**src/rtl/config_frame_loader_if.sv**
```systemverilog
// Deserialiser-to-loader word stream and loader-to-fabric frame commit bundle.
// master = word source / frame sink, slave = config_frame_loader.
interface config_frame_loader_if #(
   parameter int WORDS_PER_FRAME = 4,
   parameter int FRAME_ADDR_W    = 5
);
   logic [31:0]                   word_in;
   logic                          word_strobe;
   logic                          cfg_finished;
   logic [32*WORDS_PER_FRAME-1:0] frame_data;
   logic [FRAME_ADDR_W-1:0]       frame_addr;
   logic                          frame_strobe;
   logic                          busy;
   logic                          loader_done;
   logic [7:0]                    error_count;
   logic [15:0]                   frame_count;

   modport master (
      output word_in, word_strobe, cfg_finished,
      input  frame_data, frame_addr, frame_strobe, busy, loader_done, error_count, frame_count
   );

   modport slave (
      input  word_in, word_strobe, cfg_finished,
      output frame_data, frame_addr, frame_strobe, busy, loader_done, error_count, frame_count
   );
endinterface

```
**src/rtl/config_frame_loader.sv**
```systemverilog
// Assembles header + WORDS_PER_FRAME data words into a frame and commits it
// to the frame-write logic with a 1-cycle strobe.
module config_frame_loader #(
   parameter int WORDS_PER_FRAME = 4,
   parameter int FRAME_ADDR_W    = 5,
   parameter int TIMEOUT         = 1023
) (
   input logic                  clk,
   input logic                  reset,
   config_frame_loader_if.slave bus
);
   localparam int FW    = 32*WORDS_PER_FRAME;
   localparam int CNT_W = (WORDS_PER_FRAME > 1) ? $clog2(WORDS_PER_FRAME) : 1;
   localparam int TMO_W = $clog2(TIMEOUT);

   typedef enum logic [1:0] {IDLE, LOAD, COMMIT, DONE} state_t;

   state_t                  state_q, state_d;
   logic [FRAME_ADDR_W-1:0] addr_q, addr_d;
   logic [CNT_W-1:0]        word_cnt_q, word_cnt_d;
   logic [TMO_W-1:0]        tmo_q, tmo_d;
   logic [FW-1:0]           buf_q, buf_d;
   logic [FW-1:0]           frame_data_q, frame_data_d;
   logic [FRAME_ADDR_W-1:0] frame_addr_q, frame_addr_d;
   logic                    frame_strobe_q, frame_strobe_d;
   logic                    busy_q, busy_d;
   logic                    loader_done_q, loader_done_d;
   logic [7:0]              error_count_q, error_count_d;
   logic [15:0]             frame_count_q, frame_count_d;
   logic                    err_inc;

   always_comb begin
      state_d        = state_q;
      addr_d         = addr_q;
      word_cnt_d     = word_cnt_q;
      tmo_d          = tmo_q;
      buf_d          = buf_q;
      frame_data_d   = frame_data_q;
      frame_addr_d   = frame_addr_q;
      frame_strobe_d = 1'b0;
      frame_count_d  = frame_count_q;
      err_inc        = 1'b0;
      case (state_q)
         IDLE, COMMIT: begin
            if (state_q == COMMIT) begin
               frame_data_d   = buf_q;
               frame_addr_d   = addr_q;
               frame_strobe_d = 1'b1;
               frame_count_d  = frame_count_q + 16'd1;
               state_d        = IDLE;
            end
            // COMMIT also decodes headers so a strobe right after the last data word is not lost
            if (bus.cfg_finished) begin
               state_d = DONE;
            end else if (bus.word_strobe) begin
               case (bus.word_in[31:28])
                  4'hC: begin
                     addr_d     = bus.word_in[FRAME_ADDR_W-1:0];
                     word_cnt_d = '0;
                     tmo_d      = '0;
                     state_d    = LOAD;
                  end
                  4'hF:    state_d = DONE;
                  default: err_inc = 1'b1;
               endcase
            end
         end
         LOAD: begin
            if (bus.cfg_finished) begin
               state_d = DONE;
            end else if (bus.word_strobe) begin
               buf_d = FW'(buf_q << 32) | FW'(bus.word_in);
               tmo_d = '0;
               if (word_cnt_q == CNT_W'(WORDS_PER_FRAME-1)) state_d = COMMIT;
               else word_cnt_d = word_cnt_q + CNT_W'(1);
            end else if (tmo_q == TMO_W'(TIMEOUT-1)) begin
               err_inc = 1'b1;
               state_d = IDLE;
            end else begin
               tmo_d = tmo_q + TMO_W'(1);
            end
         end
         default: ;
      endcase
      error_count_d = (err_inc && error_count_q != 8'hFF) ? error_count_q + 8'd1 : error_count_q;
      busy_d        = (state_d == LOAD) || (state_d == COMMIT);
      loader_done_d = loader_done_q || (state_d == DONE);
   end

   always_ff @(posedge clk) begin
      if (!reset) begin
         state_q        <= IDLE;
         addr_q         <= '0;
         word_cnt_q     <= '0;
         tmo_q          <= '0;
         buf_q          <= '0;
         frame_data_q   <= '0;
         frame_addr_q   <= '0;
         frame_strobe_q <= 1'b0;
         busy_q         <= 1'b0;
         loader_done_q  <= 1'b0;
         error_count_q  <= '0;
         frame_count_q  <= '0;
      end else begin
         state_q        <= state_d;
         addr_q         <= addr_d;
         word_cnt_q     <= word_cnt_d;
         tmo_q          <= tmo_d;
         buf_q          <= buf_d;
         frame_data_q   <= frame_data_d;
         frame_addr_q   <= frame_addr_d;
         frame_strobe_q <= frame_strobe_d;
         busy_q         <= busy_d;
         loader_done_q  <= loader_done_d;
         error_count_q  <= error_count_d;
         frame_count_q  <= frame_count_d;
      end
   end

   assign bus.frame_data   = frame_data_q;
   assign bus.frame_addr   = frame_addr_q;
   assign bus.frame_strobe = frame_strobe_q;
   assign bus.busy         = busy_q;
   assign bus.loader_done  = loader_done_q;
   assign bus.error_count  = error_count_q;
   assign bus.frame_count  = frame_count_q;
endmodule

```
**src/flat_wrapper.sv**
```systemverilog
// flat-port wrapper written by rule: the top's interface ports become plain ports
module config_frame_loader_flat 
#(
   parameter int WORDS_PER_FRAME = 4,
   parameter int FRAME_ADDR_W    = 5,
   parameter int TIMEOUT         = 1023
)
  (clk, reset, bus_word_in, bus_word_strobe, bus_cfg_finished, bus_frame_data, bus_frame_addr, bus_frame_strobe, bus_busy, bus_loader_done, bus_error_count, bus_frame_count);
  config_frame_loader_if #(.WORDS_PER_FRAME(WORDS_PER_FRAME), .FRAME_ADDR_W(FRAME_ADDR_W)) bus_i ();
  input logic clk;
  input logic reset;
  input wire logic [$bits(bus_i.word_in)-1:0] bus_word_in;
  input wire logic [$bits(bus_i.word_strobe)-1:0] bus_word_strobe;
  input wire logic [$bits(bus_i.cfg_finished)-1:0] bus_cfg_finished;
  output wire logic [$bits(bus_i.frame_data)-1:0] bus_frame_data;
  output wire logic [$bits(bus_i.frame_addr)-1:0] bus_frame_addr;
  output wire logic [$bits(bus_i.frame_strobe)-1:0] bus_frame_strobe;
  output wire logic [$bits(bus_i.busy)-1:0] bus_busy;
  output wire logic [$bits(bus_i.loader_done)-1:0] bus_loader_done;
  output wire logic [$bits(bus_i.error_count)-1:0] bus_error_count;
  output wire logic [$bits(bus_i.frame_count)-1:0] bus_frame_count;
  assign bus_i.word_in = bus_word_in;
  assign bus_i.word_strobe = bus_word_strobe;
  assign bus_i.cfg_finished = bus_cfg_finished;
  assign bus_frame_data = bus_i.frame_data;
  assign bus_frame_addr = bus_i.frame_addr;
  assign bus_frame_strobe = bus_i.frame_strobe;
  assign bus_busy = bus_i.busy;
  assign bus_loader_done = bus_i.loader_done;
  assign bus_error_count = bus_i.error_count;
  assign bus_frame_count = bus_i.frame_count;
  config_frame_loader #(.WORDS_PER_FRAME(WORDS_PER_FRAME), .FRAME_ADDR_W(FRAME_ADDR_W), .TIMEOUT(TIMEOUT)) u_core (.clk(clk), .reset(reset), .bus(bus_i));
endmodule
```
**config.mk**
```make
export PLATFORM = sky130hd
export DESIGN_NAME = config_frame_loader_flat
export DESIGN_NICKNAME = d
export VERILOG_FILES = /design/src/rtl/config_frame_loader_if.sv /design/src/rtl/config_frame_loader.sv /design/src/flat_wrapper.sv
export SDC_FILE = /design/constraint.sdc
export NUM_CORES = 1
export LEC_CHECK = 0
export ABC_AREA = 1
export CAP_MARGIN = 20
export CORE_ASPECT_RATIO = 0.5
export CORE_MARGIN = 3
export CORE_UTILIZATION = 57
export DETAILED_ROUTE_END_ITERATION = 8
export GPL_ROUTABILITY_DRIVEN = 0
export PLACE_DENSITY = 0.85
export SLEW_MARGIN = 20
export SYNTH_ARGS = -nofsm -noshare
export SYNTH_HDL_FRONTEND = slang
export SYNTH_SLANG_ARGS = --single-unit
```
**constraint.sdc**
```tcl
create_clock -name clk -period 4 [get_ports clk]
set_clock_uncertainty 0.2 [all_clocks]
set_input_delay 0.8 -clock clk [delete_from_list [all_inputs] [get_ports clk]]
set_output_delay 0.8 -clock clk [all_outputs]
set_load 0.01 [all_outputs]
```
==> impl_metrics.env <==
export IMPL_outcome="finished clean"
export IMPL_clkLatencyLatePin_ns=0.52
export IMPL_slew_headroom_pct=43.4
export IMPL_drc_errors=0
export IMPL_path_class="register to output pin"
export IMPL_worstReg2RegStart="u_core.state_q[0]"
export IMPL_nNetsFinal=1668
export IMPL_hold_viol=0
export IMPL_vias_per_cell=5.40
export IMPL_n_antenna_cell=0
export IMPL_tightestPinTransition_ns=0.849
export IMPL_track_usage_pct=26.3
export IMPL_synthArstFlopShare_pct=0
export IMPL_cp_slowest_stage_delay_ns=0.61
export IMPL_die_x_um=206
export IMPL_synth_cells=1486
export IMPL_reg2reg_to="u_core.bus.frame_data[45]"
export IMPL_dp_hpwl_um=18500
export IMPL_final_antenna_net_count=0
export IMPL_crit_chain="clkdlybuf4s50_1"
export IMPL_synth_largest_area_cell="dfxtp_1"
export IMPL_slowest_stage="clkdlybuf4s50_1"
export IMPL_drive_above_1_share_pct=4.68
export IMPL_synth_top_cell_area_share_pct=53.8
export IMPL_drt_initial_drc_count=829
export IMPL_critPathBufInv=1
export IMPL_fillerInstances=1422
export IMPL_grt_max_degree=165
export IMPL_cts_sinks=307
export IMPL_routedWlPerCell_um=15.4
export IMPL_period_share_pct=65.3
export IMPL_postCtsSetupBuffers=0
export IMPL_avgSynthCellArea_um2=7.68
export IMPL_drv_cap=0
export IMPL_hp_start="u_core.buf_q[110]"
export IMPL_hold_path_depth=2
export IMPL_cts_made_buffers=26
export IMPL_slew_viol_final=0
export IMPL_min_to="u_core.bus.frame_data[110]"
export IMPL_clk_path_buf_depth=3
export IMPL_max_freq_mhz=383
export IMPL_synth_edf_count=0
export IMPL_dp_worst_setup_slack_ns=1.02
export IMPL_synthTopCellsByCount="nor2_1, dfxtp_1, o21ai_0"
export IMPL_hold_buffers=0
export IMPL_cpLargestDelayFamily="buffers and inverters"
export IMPL_cts_tree="done"
export IMPL_io_pins=196
export IMPL_syn_nets=1528
export IMPL_htreeDepth=1
export IMPL_syn_cell_area_um2=11400
export IMPL_worstPathMaxFanout=6
export IMPL_ys_seq_elements=307
export IMPL_irDropWorstVdd_mv=0.398
export IMPL_cts_root_buf="clkbuf_16"
export IMPL_ys_warn_count=0
export IMPL_required_ns=3.00
export IMPL_yosysMostFrequentCell="nor2_1"
export IMPL_coreArea_um2=19000
export IMPL_grt_pass1_vias=9912
export IMPL_grt_pass1_wl_um=48300
export IMPL_rows=35
export IMPL_finalSetupTns_ns=0
export IMPL_port_buffers=195
export IMPL_syn_to_final_growth_pct=24.4
export IMPL_finalSetupViolCount=0
export IMPL_dr_pass1_iters=8
export IMPL_cp_data_arrival_time_ns=1.61
export IMPL_ctsResizeCount=0
export IMPL_p_per_area_nw_per_um2=472
export IMPL_rsz0062_at_grt="no"
export IMPL_final_util_pct=74.7
export IMPL_gr_total_overflow=0
export IMPL_die_area_um2=21900
export IMPL_crit_path_end_kind="output pin"
export IMPL_synthTopCellsByArea="dfxtp_1, nor2_1, o21ai_0"
export IMPL_synth_seq_area_share_pct=53.8
export IMPL_start_kind="register"
export IMPL_final_setup_worst_slack_ns=1.39
export IMPL_wl_um=29400
export IMPL_dieHeight_um=106
export IMPL_antenna_found_initial=1
export IMPL_worst_r2r_cell_count=5
export IMPL_ys_flop_type="dfxtp_1"
export IMPL_p_leak_nw=6.25
export IMPL_clkTransAtPathRegs_ns=0.07
export IMPL_hp_class="register to register"
export IMPL_synth_cell_types=33
export IMPL_period_minus_slack_ns=2.61
export IMPL_r2r_slack_ns=1.61
export IMPL_initial_core_util_pct=60.1
export IMPL_vias=10300
[flip-flops by register name (all words and copies together) (netlist names)]
register                 count
u_core.bus.frame_data      128
u_core.bus.frame_addr        5
u_core.addr_q                5
u_core.tmo_q                10
u_core.buf_q               128
u_core.bus.busy              1
u_core.bus.frame_strobe      1
u_core.bus.loader_done       1
u_core.bus.error_count       8
u_core.word_cnt_q            2
u_core.state_q               2
u_core.bus.frame_count      16
[cell families after synthesis]
family	Yosys count	synth area share, %
AND/OR/NAND/NOR	718	25.3
AO/OA/AOI/OAI	309	13.7
flip-flops	307	53.8
buffers and inverters	140	6.08
XOR/XNOR	6	0.460
adder cells (fa/ha/maj)	6	0.658
[metrics by stage]
stage               power, mW  hold slack [ns]  instance area (um2)  cells
global route             6.95            0.317                14200   1904
CTS                      6.73            0.287                14200   1904
finish                   6.70            0.284                14200   1904
floorplan                3.76            0.250                11400   1486
detailed placement       4.10            0.270                13300   1857
global placement         4.08            0.267                13300   1857
[cells in the final DEF, fill, tap and decap left out, drive strengths merged, types with 3 or more instances in the layout]
cell	count
a21oi	25
buf	9
bufinv	3
clkbuf	38
clkdlybuf4s50	194
clkinv	5
dfxtp	307
ha	6
inv	49
nand2	83
nand3	32
nand4	5
nor2	583
nor3	10
o21ai	280
xor2	5
[routing by layer]
layer | up-vias | global-route usage [%] | routed length, um
met4 | 2 | 6.48 | 607
met5 | - | 0 | 13
met3 | 66 | 4.31 | 1710
li1 | 5030 | - | -
met2 | 313 | 47.2 | 14800
met1 | 4877 | 33.2 | 12300
[worst max-delay path by stage]
stage | from | endpoint | slack (ns) | cells past startpoint
2_1_floorplan | bus_word_in[28] | u_core.tmo_q[2] | 2.07 | 8
3_3_place_gp | bus_word_strobe | u_core.word_cnt_q[1] | 1.03 | 10
3_5_place_dp | bus_word_strobe | u_core.buf_q[44] | 1.02 | 9
4_1_cts | u_core.bus.frame_count[0] | bus_frame_count[0] | 1.38 | 1
5_1_grt | bus_word_strobe | u_core.buf_q[72] | 1.31 | 9
6_report | u_core.bus.frame_count[0] | bus_frame_count[0] | 1.39 | 1
[power breakdown]
group,internal [mW],switching [mW]
clock,1.56,1.10
sequential,3.23,0.114
combinational,0.318,0.385
total,5.10,1.60
[layout make-up]
class	instances	area, um2	share of cell area, %
Tap cell	259	324	2.28
Clock inverter	9	123	0.864
Inverter	49	189	1.33
Clock buffer	38	787	5.54
Timing Repair Buffer	203	2050	14.5
Multi-Input combinational cell	1039	4580	32.2
Sequential cell	307	6150	43.3
No activity file was read; power rests on OpenSTA's default activity.
